[config.mk]
export PLATFORM = sky130hd
export DESIGN_NAME = pump_valve_sequencer
export DESIGN_NICKNAME = d
export VERILOG_FILES = /design/src/rtl/pump_valve_sequencer.sv
export SDC_FILE = /design/constraint.sdc
export NUM_CORES = 1
export LEC_CHECK = 0
export ABC_CLOCK_PERIOD_IN_PS = 5200
export CAP_MARGIN = 10
export CELL_PAD_IN_SITES_DETAIL_PLACEMENT = 2
export CELL_PAD_IN_SITES_GLOBAL_PLACEMENT = 2
export CORE_MARGIN = 2
export CORE_UTILIZATION = 42
export DETAILED_ROUTE_END_ITERATION = 6
export DONT_BUFFER_PORTS = 1
export PLACE_DENSITY = 0.91
export RECOVER_POWER = 50
export REMOVE_ABC_BUFFERS = 1
export SYNTH_ARGS = -nofsm -noshare
export SYNTH_HDL_FRONTEND = slang
export SYNTH_SLANG_ARGS = --single-unit
export TNS_END_PERCENT = 50
[constraint.sdc]
create_clock -name clk -period 5.2 [get_ports clk]
set_input_delay 0.78 -clock clk [delete_from_list [all_inputs] [get_ports clk]]
set_output_delay 0.78 -clock clk [all_outputs]
set_load 0.03 [all_outputs]
[src/rtl/pump_valve_sequencer.sv]
// Pump/valve step sequencer for microfluidic assays.
// Accepts one step command at a time, holds the valve mask through a settle
// window, runs stroke-counted peristaltic pumping, optionally flushes, and
// reports completion or abort with single-cycle pulses.
module pump_valve_sequencer #(
  parameter int N_VALVE      = 13,
  parameter int N_PUMP       = 2,
  parameter int CNT_W        = 8,
  parameter int TICK_W       = 16,
  parameter int SETTLE_TICKS = 4,
  parameter int PHASE_TICKS  = 8,
  parameter int FLUSH_TICKS  = 16
) (
  input  logic                  clk,
  input  logic                  rst_n,
  input  logic                  cmd_valid,
  output logic                  cmd_ready,
  input  logic [N_VALVE-1:0]    cmd_valve,
  input  logic [N_PUMP-1:0]     cmd_pump_en,
  input  logic [CNT_W-1:0]      cmd_strokes,
  input  logic                  cmd_flush,
  input  logic                  abort,
  output logic [N_VALVE-1:0]    ctrl_valve,
  output logic [3*N_PUMP-1:0]   ctrl_pump,
  output logic [N_VALVE-1:0]    flush_valve,
  output logic [3*N_PUMP-1:0]   flush_pump,
  output logic                  busy,
  output logic                  done,
  output logic                  aborted,
  output logic [CNT_W-1:0]      stroke_count
);

  typedef enum logic [1:0] {IDLE, SETTLE, PUMP, FLUSH} state_t;

  // Last timer value of each timed window (timer counts 0 .. TICKS-1).
  localparam logic [TICK_W-1:0] SETTLE_LAST = TICK_W'(SETTLE_TICKS - 1);
  localparam logic [TICK_W-1:0] PHASE_LAST  = TICK_W'(PHASE_TICKS - 1);
  localparam logic [TICK_W-1:0] FLUSH_LAST  = TICK_W'(FLUSH_TICKS - 1);

  state_t              state, state_next;
  logic [TICK_W-1:0]   timer, timer_next;
  logic [2:0]          phase, phase_next;
  logic [CNT_W-1:0]    strokes_next, stroke_inc;
  logic                done_next, aborted_next;
  logic                hold, hold_next;   // ctrl_valve shows the latched mask
  logic                load, work_done;

  // Latched command fields.
  logic [N_VALVE-1:0]  valve_q;
  logic [N_PUMP-1:0]   pump_en_q;
  logic [CNT_W-1:0]    strokes_q;
  logic                flush_q;

  // Peristaltic pattern for one phase; bit 0 is the inlet, 1 = closed.
  function automatic logic [2:0] phase_pattern(input logic [2:0] p);
    case (p)
      3'd0:    return 3'b110;
      3'd1:    return 3'b100;
      3'd2:    return 3'b101;
      3'd3:    return 3'b001;
      3'd4:    return 3'b011;
      3'd5:    return 3'b010;
      default: return 3'b111;
    endcase
  endfunction

  assign cmd_ready  = (state == IDLE) && !abort;
  assign busy       = (state != IDLE);
  assign stroke_inc = stroke_count + CNT_W'(1);

  // Next-state, timer, phase and stroke bookkeeping.
  always_comb begin
    // NOTE: every variable gets a default before the case so no path leaves
    // one unassigned, which would otherwise infer a latch.
    state_next   = state;
    timer_next   = timer + TICK_W'(1);
    phase_next   = phase;
    strokes_next = stroke_count;
    done_next    = 1'b0;
    aborted_next = 1'b0;
    hold_next    = hold;
    load         = 1'b0;
    work_done    = 1'b0;

    case (state)
      IDLE: begin
        timer_next = '0;
        if (cmd_valid && cmd_ready) begin
          load         = 1'b1;
          strokes_next = '0;
          hold_next    = 1'b1;
          state_next   = SETTLE;
        end
      end
      SETTLE: begin
        if (timer == SETTLE_LAST) begin
          timer_next = '0;
          if (strokes_q == '0 || pump_en_q == '0) begin
            work_done = 1'b1;
          end else begin
            state_next = PUMP;
            phase_next = '0;
          end
        end
      end
      PUMP: begin
        if (timer == PHASE_LAST) begin
          timer_next = '0;
          if (phase == 3'd5) begin
            phase_next   = '0;
            strokes_next = stroke_inc;
            if (stroke_inc == strokes_q) work_done = 1'b1;
          end else begin
            phase_next = phase + 3'd1;
          end
        end
      end
      FLUSH: begin
        if (timer == FLUSH_LAST) begin
          timer_next = '0;
          hold_next  = 1'b0;
          state_next = IDLE;
          done_next  = 1'b1;
        end
      end
      default: state_next = IDLE;
    endcase

    // Pumping (or settle with nothing to pump) finished: flush or complete.
    if (work_done) begin
      if (flush_q) begin
        state_next = FLUSH;
        timer_next = '0;
      end else begin
        state_next = IDLE;
        done_next  = 1'b1;
      end
    end

    // Abort overrides everything while a command is in flight; the partial
    // stroke count is kept.
    if (state != IDLE && abort) begin
      state_next   = IDLE;
      timer_next   = '0;
      phase_next   = '0;
      strokes_next = stroke_count;
      done_next    = 1'b0;
      aborted_next = 1'b1;
      hold_next    = 1'b0;
    end
  end

  // State, counters, status pulses and latched command.
  always_ff @(posedge clk or negedge rst_n) begin
    if (!rst_n) begin
      state        <= IDLE;
      timer        <= '0;
      phase        <= '0;
      stroke_count <= '0;
      done         <= 1'b0;
      aborted      <= 1'b0;
      hold         <= 1'b0;
      valve_q      <= '0;
      pump_en_q    <= '0;
      strokes_q    <= '0;
      flush_q      <= 1'b0;
    end else begin
      // NOTE: non-blocking assignments so every register samples the values
      // from before this edge, independent of statement order.
      state        <= state_next;
      timer        <= timer_next;
      phase        <= phase_next;
      stroke_count <= strokes_next;
      done         <= done_next;
      aborted      <= aborted_next;
      hold         <= hold_next;
      if (load) begin
        valve_q   <= cmd_valve;
        pump_en_q <= cmd_pump_en;
        strokes_q <= cmd_strokes;
        flush_q   <= cmd_flush;
      end
    end
  end

  // Pad-level control and flush lines decoded from the current state.
  always_comb begin
    ctrl_valve  = (hold && state != FLUSH) ? valve_q : '0;
    ctrl_pump   = '1;
    flush_valve = '0;
    flush_pump  = '0;
    if (state == PUMP) begin
      for (int i = 0; i < N_PUMP; i++) begin
        if (pump_en_q[i]) ctrl_pump[3*i +: 3] = phase_pattern(phase);
      end
    end
    if (state == FLUSH) begin
      flush_valve = valve_q;
      for (int i = 0; i < N_PUMP; i++) begin
        flush_pump[3*i +: 3] = {3{pump_en_q[i]}};
      end
    end
  end

endmodule

==> out/qor.yml, run 1 <==
min_path_type: "input port to async pin"
final-seq-area_mm2: 0.00140
cts_buffers: 5
slew_headroom: 0.252
mostFrequentLayoutCells: "dfrtp_1 (56), nor2_1 (32), and2_1 (27)"
status: "finished clean"
multiInputGateArea_mm2: 0.00168
end_kind: "register"
grt_pass1_vias: 2834
viasPerCell: 5.89
rsz0062_at_grt: "false"
nFillCells: 813
drc: 0
critical_path_class: "register to register"
synth_compound_area_frac: 0.118
finalSetupViolations: 0
final.setup.tns_ns: 0
rows: 32
synth_top_family_by_area: "simple AND/OR/NAND/NOR gates"
max_freq_ghz: 0.261
cts_setup_buffers: 0
grt_overflow: 0
diodes: 0
htreeDepth: 2
synth_xor_area_frac: 0.0623
synth_fa_ha_area_frac: 0.0309
tightest_slew_ns: 1.12
r2r_cells: 7
post_dp_cell_area_mm2: 0.00330
p_switching_mw: 0.733
die_y_um: 91.8
timing.final.crit_share: 0.736
area_growth_pct: 4.29
worstPathMaxFanout: 16
drt-total-wl_um: 9890
ant_nets: 0
grt_max_degree: 57
arrival_ns: 4.01
vias: 2513
grt_usage: 0.244
skew_ns: 0.00986
design_area_mm2: 0.00337
grt_pass1_wl_um: 16000
clk_latency_ns: 0.33
drv_slew: 0
hold_violations: 0
boundaryPins: 78
clock-root-buffer: "clkbuf_8"
synth.area.mux_share: 0.0901
syn_area_per_cell_um2: 9.80
syn_inst: 330
drt_iter0_drc: 113
clock_sinks: 56
synth-seq-cells: 56
power.density_mw_per_mm2: 472
final_common_cell: "dfrtp_1"
cts_max_path_buffers: 2
yosysWarnings: 0
power.clock.fraction: 0.159
synthSimpleGateAreaFrac: 0.224
dieWidth_um: 91.8
port_buffers: 0
start_util: 0.425
pwr-share-comb: 0.399
post_cts_resized: 0
p_int_mw: 0.861
core_mm2: 0.00761
cap_violations: 0
clkTransAtPathRegs_ns: 0.11
drtPass1Iterations: 4
power_frac_seq: 0.441
dieArea_mm2: 0.00842
antenna_found_initial: 0
peakVddDrop_uv: 129
async_flop_share: 1.00
p_total_mw: 1.59
ys_types: 53
swShare: 0.460
syn_area_mm2: 0.00324
p_leak_nw: 1.35
worst_ep_required_time_ns: 5.38
cts_tree: "built"
nets: 360
avgRoutedWirePerCell_um: 23.2
gp_congestion: 0.779
synthFlopType: "dfrtp_1"
fin_crit_ns: 3.83
drive_above_1_share: 0.126
holdBufCountCts: 0
ys_seq_area_frac: 0.433
whs_ns: 0.130
cp-start-kind: "register"
hpwl_um: 7100
synth_edf_count: 0
[final timing paths]
path	start	endpoint	slack (ns)
max	timer[12]	timer[5]	1.37
min	rst_n	strokes_q[5]	0.13
max reg2reg	timer[12]	timer[5]	1.37
min reg2reg	timer[0]	timer[0]	0.48
max in group asynchronous	rst_n	aborted	4.98
min in group clk	timer[0]	timer[0]	0.48
[sequential cells by signal, indices dropped and copies added (netlist names)]
| signal | count |
|---|---|
| valve_q | 13 |
| aborted | 1 |
| hold | 1 |
| stroke_count | 8 |
| strokes_q | 8 |
| done | 1 |
| state | 2 |
| flush_q | 1 |
| timer | 16 |
| pump_en_q | 2 |
| phase | 3 |
[cell usage after synthesis (all sizes together) (2+ instances only)]
cell type | instances | area share
a22o | 4 | 0.011
or3 | 2 | 0.0039
a211o | 2 | 0.0054
clkbuf | 8 | 0.0093
nand2 | 21 | 0.024
xnor2 | 12 | 0.032
and3 | 3 | 0.0058
a32o | 2 | 0.0062
or4 | 4 | 0.012
nor3 | 5 | 0.0077
o41ai | 2 | 0.0054
inv | 17 | 0.020
xor2 | 11 | 0.030
ha | 8 | 0.031
buf | 6 | 0.013
nor2 | 32 | 0.037
nand2b | 2 | 0.0039
mux2 | 25 | 0.087
o21ai | 20 | 0.033
dfrtp | 56 | 0.43
nand4 | 5 | 0.0097
and2 | 30 | 0.058
nor2b | 2 | 0.0039
a211oi | 3 | 0.0070
or2 | 2 | 0.0039
o31ai | 2 | 0.0046
o211ai | 2 | 0.0046
nor4 | 4 | 0.012
nand3 | 19 | 0.033
a21oi | 4 | 0.0062
[metrics by stage]
step,instances,worst slack [ns],utilization
2_1_floorplan,316,2.41,-
3_3_place_gp,419,2.04,0.434
3_5_place_dp,419,1.82,0.434
4_1_cts,427,1.79,0.446
5_1_grt,427,1.20,0.444
6_report,427,1.37,0.444
[per-layer routing]
layer,global-route usage,part of all wire,wire [um],up-vias
li1,-,-,-,1128
met1,0.291,0.41,4080,1315
met2,0.438,0.54,5310,52
met3,0.0452,0.029,285,18
met4,0.0858,0.022,216,0
met5,0,0,0,-
[final cells by class]
| class | instances | share of cell area |
|---|---|---|
| multi-input combinational | 243 | 0.499 |
| timing repair buffer | 1 | 0.00222 |
| clock buffer | 5 | 0.0204 |
| sequential | 56 | 0.415 |
| inverter | 17 | 0.0189 |
| clock inverter | 3 | 0.00630 |
| tap | 102 | 0.0378 |
[power by group through the flow]
stage | logic, mW | clock network, mW | registers, mW
finish | 0.636 | 0.254 | 0.704
CTS | 0.641 | 0.258 | 0.702
floorplan | 0.511 | 0 | 0.657
detailed placement | 0.631 | 0 | 0.708
global route | 0.684 | 0.273 | 0.722
global placement | 0.585 | 0 | 0.687
[critical path: stages (launching register included)]
cell	delay [ns]
dfrtp_1	0.45
or4_4	0.58
nor4_1	0.88
nand4_1	0.43
a2111oi_4	0.42
o21ai_2	0.18
o21ai_2	0.62
nor2_1	0.13
[cells by family after synthesis]
family                   after synthesis
adder cells (fa/ha/maj)                8
AND/OR/NAND/NOR                      134
buffers and inverters                 31
XOR/XNOR                              23
multiplexers                          26
flip-flops                            56
AO/OA/AOI/OAI                         52
Note: power is estimated with default switching activity, not from simulation.
==> run 2, diff against run 1 <==
--- a/config.mk
+++ b/config.mk
@@ -5,15 +5,15 @@
 export SDC_FILE = /design/constraint.sdc
 export NUM_CORES = 1
 export LEC_CHECK = 0
-export ABC_CLOCK_PERIOD_IN_PS = 5200
+export ABC_CLOCK_PERIOD_IN_PS = 3700
 export CAP_MARGIN = 10
 export CELL_PAD_IN_SITES_DETAIL_PLACEMENT = 2
 export CELL_PAD_IN_SITES_GLOBAL_PLACEMENT = 2
 export CORE_MARGIN = 2
-export CORE_UTILIZATION = 42
+export CORE_UTILIZATION = 39
 export DETAILED_ROUTE_END_ITERATION = 6
 export DONT_BUFFER_PORTS = 1
-export PLACE_DENSITY = 0.91
+export PLACE_DENSITY = 0.86
 export RECOVER_POWER = 50
 export REMOVE_ABC_BUFFERS = 1
 export SYNTH_ARGS = -nofsm -noshare
==> constraint.sdc (replaced) <==
create_clock -name clk -period 3.7 [get_ports clk]
set_input_delay 0.555 -clock clk [delete_from_list [all_inputs] [get_ports clk]]
set_output_delay 0.555 -clock clk [all_outputs]
set_load 0.03 [all_outputs]
==> run 2 against run 1 <==
  * The run now ends with capacitance limit, slew limit left
  * Final cell count is 1.6% higher
  * Non-clock buffer count is 4 higher
  * Die area is 7.4% higher
  * Clock skew hardly changed
  * Maximum frequency is 23% higher
  * Total power is 40% higher
  * Critical path type unchanged
  * Largest cell class unchanged
==> out/qor.yml, run 2 (synthesized netlist as in run 1, its figures left out) <==
drt_iter0_drc: 106
hpwl_um: 6470
top_usage_layer: "met2"
grt_pass1_vias: 2689
cts_tree: "built"
rsz0062_at_grt: "false"
met3_usage: 0.0451
met1_usage: 0.243
start_util: 0.398
dieWidth_um: 95.1
rows: 33
port_buffers: 0
slowest_delay_ns: 0.62
avgRoutedWirePerCell_um: 20.3
worst_ep_required_time_ns: 3.92
status: "finished, violations left"
post_cts_resized: 0
worstReg2RegStart: "stroke_count[1]"
regMostFlops: "timer"
peakVddDrop_uv: 200
clock_sinks: 56
cp_slowest_cell: "dfrtp_1"
skew_ns: 0.00955
power.density_mw_per_mm2: 650
clkTransAtPathRegs_ns: 0.12
min_path_type: "input port to register"
reg.largest.list: "timer: 16 flops, valve_q: 13 flops"
drv_slew: 57
r2r_cells: 8
cts_buffers: 5
placed_cells: 425
end_kind: "register"
cts_max_path_buffers: 2
nets: 364
core_mm2: 0.00813
htreeDepth: 2
hold_violations: 0
die_y_um: 95.1
timing.final.crit_share: 0.841
max_freq_ghz: 0.321
finalSetupViolations: 0
gp_congestion: 0.795
worstPathMaxFanout: 7
viasPerCell: 5.76
ff2ff_setup_slack_ns: 0.59
p_leak_nw: 1.38
grt_max_degree: 57
final_common_cell: "dfrtp_1"
whs_endpoint: "valve_q[2]"
largest_reg_flops: 16
arrival_ns: 3.33
drt-total-wl_um: 8820
tightest_slew_ns: 2.66
drive_above_1_share: 0.134
drtPass1Iterations: 4
clock-root-buffer: "clkbuf_8"
r2r-end: "state[1]"
path_cells: "ha_1 > nand3_1 > or3_1 > a211o_1 > a2111oi_4 > o21ai_2 > mux2_1 > a22o_1"
dieArea_mm2: 0.00904
final.setup.tns_ns: 0
fin_crit_ns: 3.11
whs_path_depth: 1
clk_latency_ns: 0.32
cts_setup_buffers: 0
boundaryPins: 78
failed_checks: "capacitance limit, slew limit"
critical_path_class: "register to register"
slew_headroom: -0.772
drc: 0
ant_nets: 0
grt_pass1_wl_um: 14200
cp-start-kind: "register"
grt_overflow: 0
fin_cells: 434
vias: 2499
use_met2: 0.360
cap_violations: 1
antenna_found_initial: 0
mostFrequentLayoutCells: "dfrtp_1 (56), nor2_1 (32), and2_1 (27)"
grt_usage: 0.202
area_growth_pct: 5.80
diodes: 0
min_from: "cmd_valve[2]"
[run 2: cell count changes in the layout (fill, tap and decap cells not counted)]
| cell | before | now |
|---|---|---|
| clkinvlp_4 | 1 | 0 |
| buf_4 | 1 | 3 |
| nor4_1 | 4 | 3 |
| nor4_4 | 0 | 1 |
| clkinv_4 | 0 | 1 |
| clkdlybuf4s25_1 | 0 | 1 |
| clkbuf_1 | 0 | 1 |
[run 2: power by group]
group	leakage, nW	internal (mW)	switching [mW]
logic	0.607	0.307	0.595
clock network	0.0485	0.137	0.230
registers	0.724	0.774	0.183
[run 2: stage by stage]
| stage | util | area [um^2] | hold slack [ns] | setup WS, ns | total power [mW] |
|---|---|---|---|---|---|
| floorplan | - | 3160 | 0.259 | 0.911 | 1.64 |
| global placement | 0.409 | 3330 | 0.261 | 0.789 | 1.80 |
| detailed placement | 0.409 | 3330 | 0.261 | 0.652 | 1.86 |
| CTS | 0.423 | 3440 | 0.0874 | 0.595 | 2.26 |
| global route | 0.421 | 3420 | 0.351 | 0.357 | 2.37 |
| finish | 0.421 | 3420 | 0.370 | 0.587 | 2.23 |
[run 2: worst max-delay path, delay by kind of cell, from the launching register on]
kind,cells,cell delay (ns)
DFF,1,0.62
AOI/OAI and AO/OA,4,0.99
and+or+nand+nor,2,0.68
muxes,1,0.36
adders and majority gates,1,0.35
[run 2: how the worst max path moves through the flow]
stage	slack (ns)	to	cells after the start	start
floorplan	0.91	state[1]	8	stroke_count[0]
global placement	0.79	state[1]	8	stroke_count[1]
detailed placement	0.65	state[1]	8	stroke_count[1]
CTS	0.59	state[1]	8	stroke_count[1]
global route	0.36	timer[2]	1	rst_n
finish	0.59	state[1]	8	stroke_count[1]
[run 2: timing repair]
action / CTS / global route
hold buffers: 1 / 0
endpoints found under the setup margin: 0 / 0
hold endpoints to repair: 56 / 0
[run 2: area by class of cell]
class | count | area [um^2]
inverter | 17 | 63.8
timing repair buffer | 5 | 36.3
multi-input combinational | 243 | 1700
tap | 105 | 131
fill | 882 | 4710
sequential | 56 | 1400
clock inverter | 3 | 22.5
clock buffer | 5 | 68.8
[run 2: layer usage]
metal | routed length, um | share of wire | vias up
met4 | 160 | 0.018 | 0
met2 | 4690 | 0.53 | 59
met1 | 3600 | 0.41 | 1284
met3 | 371 | 0.042 | 15
met5 | 0 | 0 | -
li1 | - | - | 1141
